File: config.mk
export PLATFORM = sky130hd
export DESIGN_NAME = ofifo_align
export DESIGN_NICKNAME = d
export VERILOG_FILES = /design/src/rtl/ofifo_align.sv
export SDC_FILE = /design/constraint.sdc
export NUM_CORES = 2
export LEC_CHECK = 0
export CORE_MARGIN = 2
export CORE_UTILIZATION = 40
export CTS_CLUSTER_SIZE = 16
export DETAILED_ROUTE_END_ITERATION = 16
export DONT_BUFFER_PORTS = 1
export PLACE_DENSITY = 0.55
export SYNTH_ARGS = -nofsm -noshare
export SYNTH_HDL_FRONTEND = slang
export SYNTH_SLANG_ARGS = --single-unit
File: constraint.sdc
create_clock -name clk -period 3 [get_ports clk]
set_input_delay 0.6 -clock clk [delete_from_list [all_inputs] [get_ports clk]]
set_output_delay 0.6 -clock clk [all_outputs]
set_load 0.05 [all_outputs]
File: src/rtl/ofifo_align.sv
// ofifo_align: per-column circular FIFOs that absorb skewed MAC column
// writes and release one aligned row of psums per accepted read.
module ofifo_align #(
   parameter int unsigned col     = 8,
   parameter int unsigned bw_psum = 11,
   parameter int unsigned depth   = 16
) (
   input  logic                     clk,
   input  logic                     reset,
   input  logic [col-1:0]           wr,
   input  logic [col*bw_psum-1:0]   in,
   input  logic                     rd,
   output logic [col*bw_psum-1:0]   out,
   output logic                     o_rd_vld,
   output logic                     o_valid,
   output logic                     o_full,
   output logic                     o_err
);

   localparam int unsigned AW = $clog2(depth);
   localparam logic [AW:0] PTR_ONE = (AW+1)'(1);

   logic [bw_psum-1:0]     mem  [col][depth];
   logic [AW:0]            wptr [col];
   logic [AW:0]            rptr [col];
   logic [col-1:0]         full_c;
   logic [col-1:0]         empty_c;
   logic [col-1:0]         wr_ok;
   logic [col*bw_psum-1:0] head;
   logic                   rd_acc;

   // Per-column status flags, accepted writes and head word, all from pre-edge state
   always_comb begin
      full_c  = '0;
      empty_c = '0;
      wr_ok   = '0;
      head    = '0;
      for (int unsigned i = 0; i < col; i++) begin
         empty_c[i] = (wptr[i] == rptr[i]);
         full_c[i]  = (wptr[i][AW-1:0] == rptr[i][AW-1:0]) &&
                      (wptr[i][AW] != rptr[i][AW]);
         wr_ok[i]   = wr[i] & ~full_c[i];
         head[i*bw_psum +: bw_psum] = mem[i][rptr[i][AW-1:0]];
      end
   end

   assign o_valid = &(~empty_c);
   assign o_full  = |full_c;
   assign rd_acc  = rd & o_valid;

   // Column storage; contents are deliberately not reset
   always_ff @(posedge clk) begin
      if (!reset) begin
         for (int unsigned i = 0; i < col; i++) begin
            if (wr_ok[i])
               mem[i][wptr[i][AW-1:0]] <= in[i*bw_psum +: bw_psum];
         end
      end
   end

   // Write pointers advance per column; read pointers advance together on an accepted read
   always_ff @(posedge clk) begin
      if (reset) begin
         for (int unsigned i = 0; i < col; i++) begin
            wptr[i] <= '0;
            rptr[i] <= '0;
         end
      end else begin
         for (int unsigned i = 0; i < col; i++) begin
            if (wr_ok[i])
               wptr[i] <= wptr[i] + PTR_ONE;
            if (rd_acc)
               rptr[i] <= rptr[i] + PTR_ONE;
         end
      end
   end

   // Registered row output, read-valid strobe and sticky overflow flag
   always_ff @(posedge clk) begin
      if (reset) begin
         out      <= '0;
         o_rd_vld <= 1'b0;
         o_err    <= 1'b0;
      end else begin
         o_rd_vld <= rd_acc;
         if (rd_acc)
            out <= head;
         if (|(wr & full_c))
            o_err <= 1'b1;
      end
   end

endmodule

==> impl_metrics.ini, run 1 <==
[yosys]
syn-num-nets = 2989
yosys_warnings = 0
synth_top_area_cell = edfxtp_1
synthArstFlopShare = 0
ys_seq_area_frac = 0.757
synthDistinctLibCells = 39
ys.flop_type = edfxtp_1
ys_ff_latch = 1578
postSynthCellCount = 2850
synth.top_cells.by_area = edfxtp_1 (73%), mux4_2 (16%), dfxtp_1 (2.9%), o2bb2ai_1 (1.3%), ha_1 (0.81%)
synth_edf_count = 1488
synth_top_area_frac = 0.727
syn-cell-area_mm2 = 0.0614
avgSynthCellArea_um2 = 21.6

[outcome]
status = complete, but fails checks
violations = negative setup slack

[job]
drv_cap = 0

[critical_path]
r2r_cells = 9
crit_slowest_cell = edfxtp_1
worstSetupPathType = reg -> out
path_cells = xnor2_2, nand4_1, o22ai_4, nor4_4, buf_6
critPathCaptureType = output port
worstPathRequired_ns = 2.40
r2r-end = out[39]$_SDFFE_PP0P_
r2r_start = wptr[3][0]$_SDFFCE_PN0P_
critPathMaxStageDelay_ns = 0.49
cp.arrival_ns = 2.43
cp_max_fo = 5
rrSetupSlack_ns = 0.31
critPathLaunchType = flip-flop

[final_layout]
instances_no_fill = 5371
synthToLayoutAreaGrowth_pct = 17.0
final_util = 0.472
fin_area_mm2 = 0.0719
drive_above_1_share = 0.290
nNetsFinal = 3332

[cts]
cts.sinks = 1578
cts_tree = done
cts_buffers = 165
clock_latency_ns = 0.83
cts_root_buf = clkbuf_16
cts_max_level = 4
clock_path_buffers = 3
path_clk_slew_ns = 0.06

[route]
post_drt_via_cell_ratio = 5.34
drc = 0
drt_wl_total_mm = 139
wire_per_inst_um = 25.8
dr_total_vias = 28700
ant_nets = 0
first_pass_iters = 7
drtIter0Drc = 2139

[floorplan]
core_mm2 = 0.152
die_h_um = 396
die_x_um = 396
die-area_mm2 = 0.157
rows = 143
start_util = 0.404
ios = 191

[global_route]
grt_overflow = 0
antenna_found_initial = 21
grt_use_total = 0.178
grt_pass1_vias = 30700
grt_max_degree = 76
grt_pass1_wl_mm = 205

[sta]
drv_slew = 0
setup_slack_ns = -0.0308
fin_tns_setup_ns = -0.0514
hold_ws_ns = 0.151
post-route-min-period_ns = 3.03
maxSlewHeadroom = 0.300
max_slew.worst_pin.slew_ns = 1.05
max_freq_ghz = 0.330
fin_skew_ns = 0.0451
period_share = 1.01
rsz0062_at_grt = true
finalSetupViolCount = 2
final_hold_viol_count = 0

[power_and_ir_drop]
fin_total_pwr_mw = 62.5
ir_drop_mv = 0.638
cellPowerDensity_mw_per_mm2 = 869
leakagePower_nw = 23.3

[min_path]
hold_depth = 2
min_from = wr[2]
hp-class = in -> reg
hold_path_end = wptr[2][0]$_SDFFCE_PN0P_

[place]
pre_cts_ws_ns = 0.235
portBuffers = 0
place_inst = 4929
hpwl_mm = 84.2
dpl_cell_area_mm2 = 0.0650
gp_congestion = 0.773
-- Yosys cell counts (3+ instances only) --
| cell | number |
|---|---|
| dfxtp_1 | 90 |
| nand3_1 | 33 |
| nor2_1 | 115 |
| buf_1 | 12 |
| nor3_1 | 20 |
| nand4_1 | 8 |
| o22ai_1 | 3 |
| xor2_1 | 44 |
| mux4_2 | 440 |
| and3_1 | 41 |
| clkbuf_1 | 54 |
| xnor2_1 | 46 |
| and4_1 | 4 |
| buf_6 | 10 |
| o21ai_0 | 5 |
| inv_1 | 127 |
| nand2_1 | 22 |
| o2bb2ai_1 | 88 |
| nor3b_1 | 3 |
| nand2b_1 | 9 |
| nor2b_1 | 12 |
| buf_4 | 4 |
| buf_2 | 68 |
| and2_1 | 41 |
| ha_1 | 40 |
| nor4_1 | 9 |
| edfxtp_1 | 1488 |
-- cell families (layout without fill, tap and decap cells) --
kind of cell / Yosys count / in the layout / share of synthesized area
AND/OR/NAND/NOR: 322 / 322 / 0.0268
buffers and inverters: 276 / 761 / 0.0197
flip-flops: 1578 / 1578 / 0.757
AO/OA/AOI/OAI: 104 / 104 / 0.0146
multiplexers: 440 / 440 / 0.161
XOR/XNOR: 90 / 90 / 0.0128
adder cells (fa/ha/maj): 40 / 40 / 0.00815
other: 0 / 6 / 0
-- layer usage --
layer  track usage  routed length [um]  up-vias
met3        0.0410                8390      225
met4        0.0570                3490       26
li1              -                   -    12400
met5             0                 161        -
met2         0.299               70100      747
met1         0.230               56500    15300
-- placed cells by master, fill, tap and decap left out, types with 6 or more instances in the layout --
master / n
o2bb2ai_1: 88
and3_1: 41
xnor2_1: 41
and2_1: 41
inv_4: 6
nand2b_1: 8
clkbuf_8: 22
nand3_1: 33
xor2_1: 38
clkbuf_1: 41
clkinvlp_4: 6
diode_2: 6
buf_12: 16
dfxtp_1: 90
ha_1: 40
inv_1: 126
nor4_2: 9
nor2_1: 113
buf_4: 217
mux4_2: 440
nor2b_1: 8
clkinv_1: 21
bufinv_16: 6
nor3_2: 11
nor3_1: 9
nand4_1: 8
dlygate4sd3_1: 90
edfxtp_1: 1488
clkinv_2: 17
nand2_1: 22
clkbuf_16: 168
-- critical path, delay by kind of cell, from the launching register on --
family / cells / cell delay (ns)
simple gates: 2 / 0.55
flops: 1 / 0.49
xor+xnor: 1 / 0.18
compound gates: 1 / 0.16
buf+inv: 1 / 0.23
-- flip-flops by register name, summed over array words and instances, names as in the netlist --
name / flops
mem: 1408
out: 88
rptr: 40
wptr: 40
o_err: 1
o_rd_vld: 1
-- where the power goes --
part / switching, mW / leakage (nW) / internal, mW
registers: 1.47 / 14.3 / 25.3
logic: 8.09 / 6.35 / 7.37
clock network: 8.72 / 2.66 / 11.5
-- worst max path at each step --
stage	startpoint	to	slack, ns	cells after the start
finish	wptr[3][1]$_SDFFCE_PN0P_	o_valid	-0.03	5
global route	wptr[3][0]$_SDFFCE_PN0P_	o_full	-0.16	6
CTS	wptr[2][3]$_SDFFCE_PN0P_	o_valid	-0.13	6
detailed placement	wptr[2][0]$_SDFFCE_PN0P_	out[39]$_SDFFE_PP0P_	0.23	7
global placement	wptr[2][0]$_SDFFCE_PN0P_	mem[0][433]$_DFFE_PP_	0.25	8
floorplan	reset	mem[0][660]$_DFFE_PP_	-0.01	5
-- timing repair --
action / CTS / global route
hold buffers: 90 / 0
pin swaps: 9 / 12
hold endpoints to repair: 1433 / 0
resized for setup: 21 / 6
setup endpoints to repair: 2 / 2
buffers inserted: 24 / 13
-- final cells by class --
| class | instances | area, um2 |
|---|---|---|
| diodes | 6 | 15.0 |
| clock buffers | 231 | 4660 |
| well taps | 2030 | 2540 |
| clock inverters | 78 | 806 |
| repair buffers | 325 | 2870 |
| multi-input cells | 996 | 14000 |
| flip-flops and latches | 1578 | 46500 |
| fillers | 12400 | 80400 |
| inverters | 127 | 480 |
Power figures use the tool's default switching activity.
==> inputs of run 2 (changes only) <==
--- a/config.mk
+++ b/config.mk
@@ -10,7 +10,9 @@
 export CTS_CLUSTER_SIZE = 16
 export DETAILED_ROUTE_END_ITERATION = 16
 export DONT_BUFFER_PORTS = 1
+export GPL_ROUTABILITY_DRIVEN = 0
 export PLACE_DENSITY = 0.55
+export SLEW_MARGIN = 20
 export SYNTH_ARGS = -nofsm -noshare
 export SYNTH_HDL_FRONTEND = slang
 export SYNTH_SLANG_ARGS = --single-unit
==> impl_metrics.ini, run 2 (same netlist as run 1, synthesis figures left out) <==
[outcome]
status = complete, but fails checks
violations = negative setup slack

[global_route]
grt_overflow = 0
grt_pass1_wl_mm = 205
grt_pass1_vias = 30700
grt_use_total = 0.178
antenna_found_initial = 21
grt_max_degree = 76

[critical_path]
worstSetupPathType = reg -> out
worstPathRequired_ns = 2.40
cp_max_fo = 5
critPathLaunchType = flip-flop
cp.arrival_ns = 2.43
critPathCaptureType = output port

[floorplan]
rows = 143
die_h_um = 396
core_mm2 = 0.152
ios = 191
start_util = 0.404
die-area_mm2 = 0.157
die_x_um = 396

[final_layout]
final_cell_mix = edfxtp_1 (1488), mux4_2 (440), buf_4 (217)
final_common_cell = edfxtp_1
seq_area_mm2 = 0.0465
drive_above_1_share = 0.290
largest_reg_flops = 1408
fin_area_mm2 = 0.0719
multi_input_area_mm2 = 0.0140
synthToLayoutAreaGrowth_pct = 17.0
final_util = 0.472
nNetsFinal = 3332
fillers = 12400

[place]
dpl_cell_area_mm2 = 0.0650
portBuffers = 0
hpwl_mm = 84.2
pre_cts_ws_ns = 0.235

[cts]
cts.sinks = 1578
cts_max_level = 4
clock_path_buffers = 3
cts_tree = done
cts_root_buf = clkbuf_16
path_clk_slew_ns = 0.06
clock_latency_ns = 0.83
cts_buffers = 165

[power_and_ir_drop]
ir_drop_mv = 0.639
cellPowerDensity_mw_per_mm2 = 869
leakagePower_nw = 23.3

[route]
wire_per_inst_um = 25.8
drt_wl_total_mm = 139
post_drt_via_cell_ratio = 5.34
first_pass_iters = 7
dr_total_vias = 28700
ant_nets = 0
drtIter0Drc = 2228
drc = 0

[sta]
setup_slack_ns = -0.0347
fin_skew_ns = 0.0448
hold_ws_ns = 0.151
period_share = 1.01
maxSlewHeadroom = 0.466
post-route-min-period_ns = 3.03
final_hold_viol_count = 0
rsz0062_at_grt = true
drv_slew = 0
max_freq_ghz = 0.330
finalSetupViolCount = 2
max_slew.worst_pin.slew_ns = 0.801

[job]
drv_cap = 0

[min_path]
hp-class = in -> reg
run 2: repair_timing:
| item | in CTS | in global routing |
|---|---|---|
| buffers inserted | 24 | 13 |
| gates resized for setup | 21 | 6 |
| endpoints found under the hold margin | 1433 | 0 |
| setup endpoints to repair | 2 | 2 |
| hold buffers | 90 | 0 |
| pin swaps | 9 | 12 |
run 2: layer usage:
layer  global-route usage  wire (um)  vias to the layer above
met1                0.230      56500                    15300
li1                     -          -                    12400
met4               0.0570       3460                       26
met5                    0        161                        -
met3               0.0410       8390                      223
met2                0.299      70100                      761
run 2: per-stage QoR:
stage                     setup TNS, ns  power, mW  std cells
after floorplan                  -0.236       37.8       2850
after global placement                0       42.1       4929
after detailed placement              0       42.3       4929
after CTS                        -0.244       63.3       5352
after global routing             -0.308       65.2       5369
final                           -0.0586       62.5       5371
run 2: worst max-delay path, cell delays in order, from the launching register on:
cell	delay [ns]
edfxtp_1	0.49
xnor2_2	0.18
nand4_1	0.21
o22ai_4	0.16
nor4_4	0.34
buf_6	0.23
run 2: area by class of cell:
type                       instances  share of cell area
sequential                      1578               0.647
inverter                         127             0.00669
antenna                            6            0.000209
multi-input combinational        996               0.195
clock buffer                     231              0.0649
clock inverter                    78              0.0112
timing repair buffer             325              0.0399
tap                             2030              0.0353
run 2: worst paths after layout:
check / startpoint / end / slack, ns / depth (start not counted)
worst max-delay path: wptr[3][1]$_SDFFCE_PN0P_ / o_valid / -0.03 / 5
worst min-delay path: wr[2] / wptr[2][0]$_SDFFCE_PN0P_ / 0.15 / 2
worst max register to register: wptr[3][0]$_SDFFCE_PN0P_ / out[39]$_SDFFE_PP0P_ / 0.30 / 9
worst min register to register: rptr[4][4]$_SDFFCE_PN0P_ / rptr[4][4]$_SDFFCE_PN0P_ / 0.64 / 2
run 2: where the power goes:
part	switching (mW)	internal [mW]	total, mW
clock	8.70	11.5	20.2
sequential	1.47	25.3	26.8
combinational	8.09	7.37	15.5
total	18.3	44.2	62.5
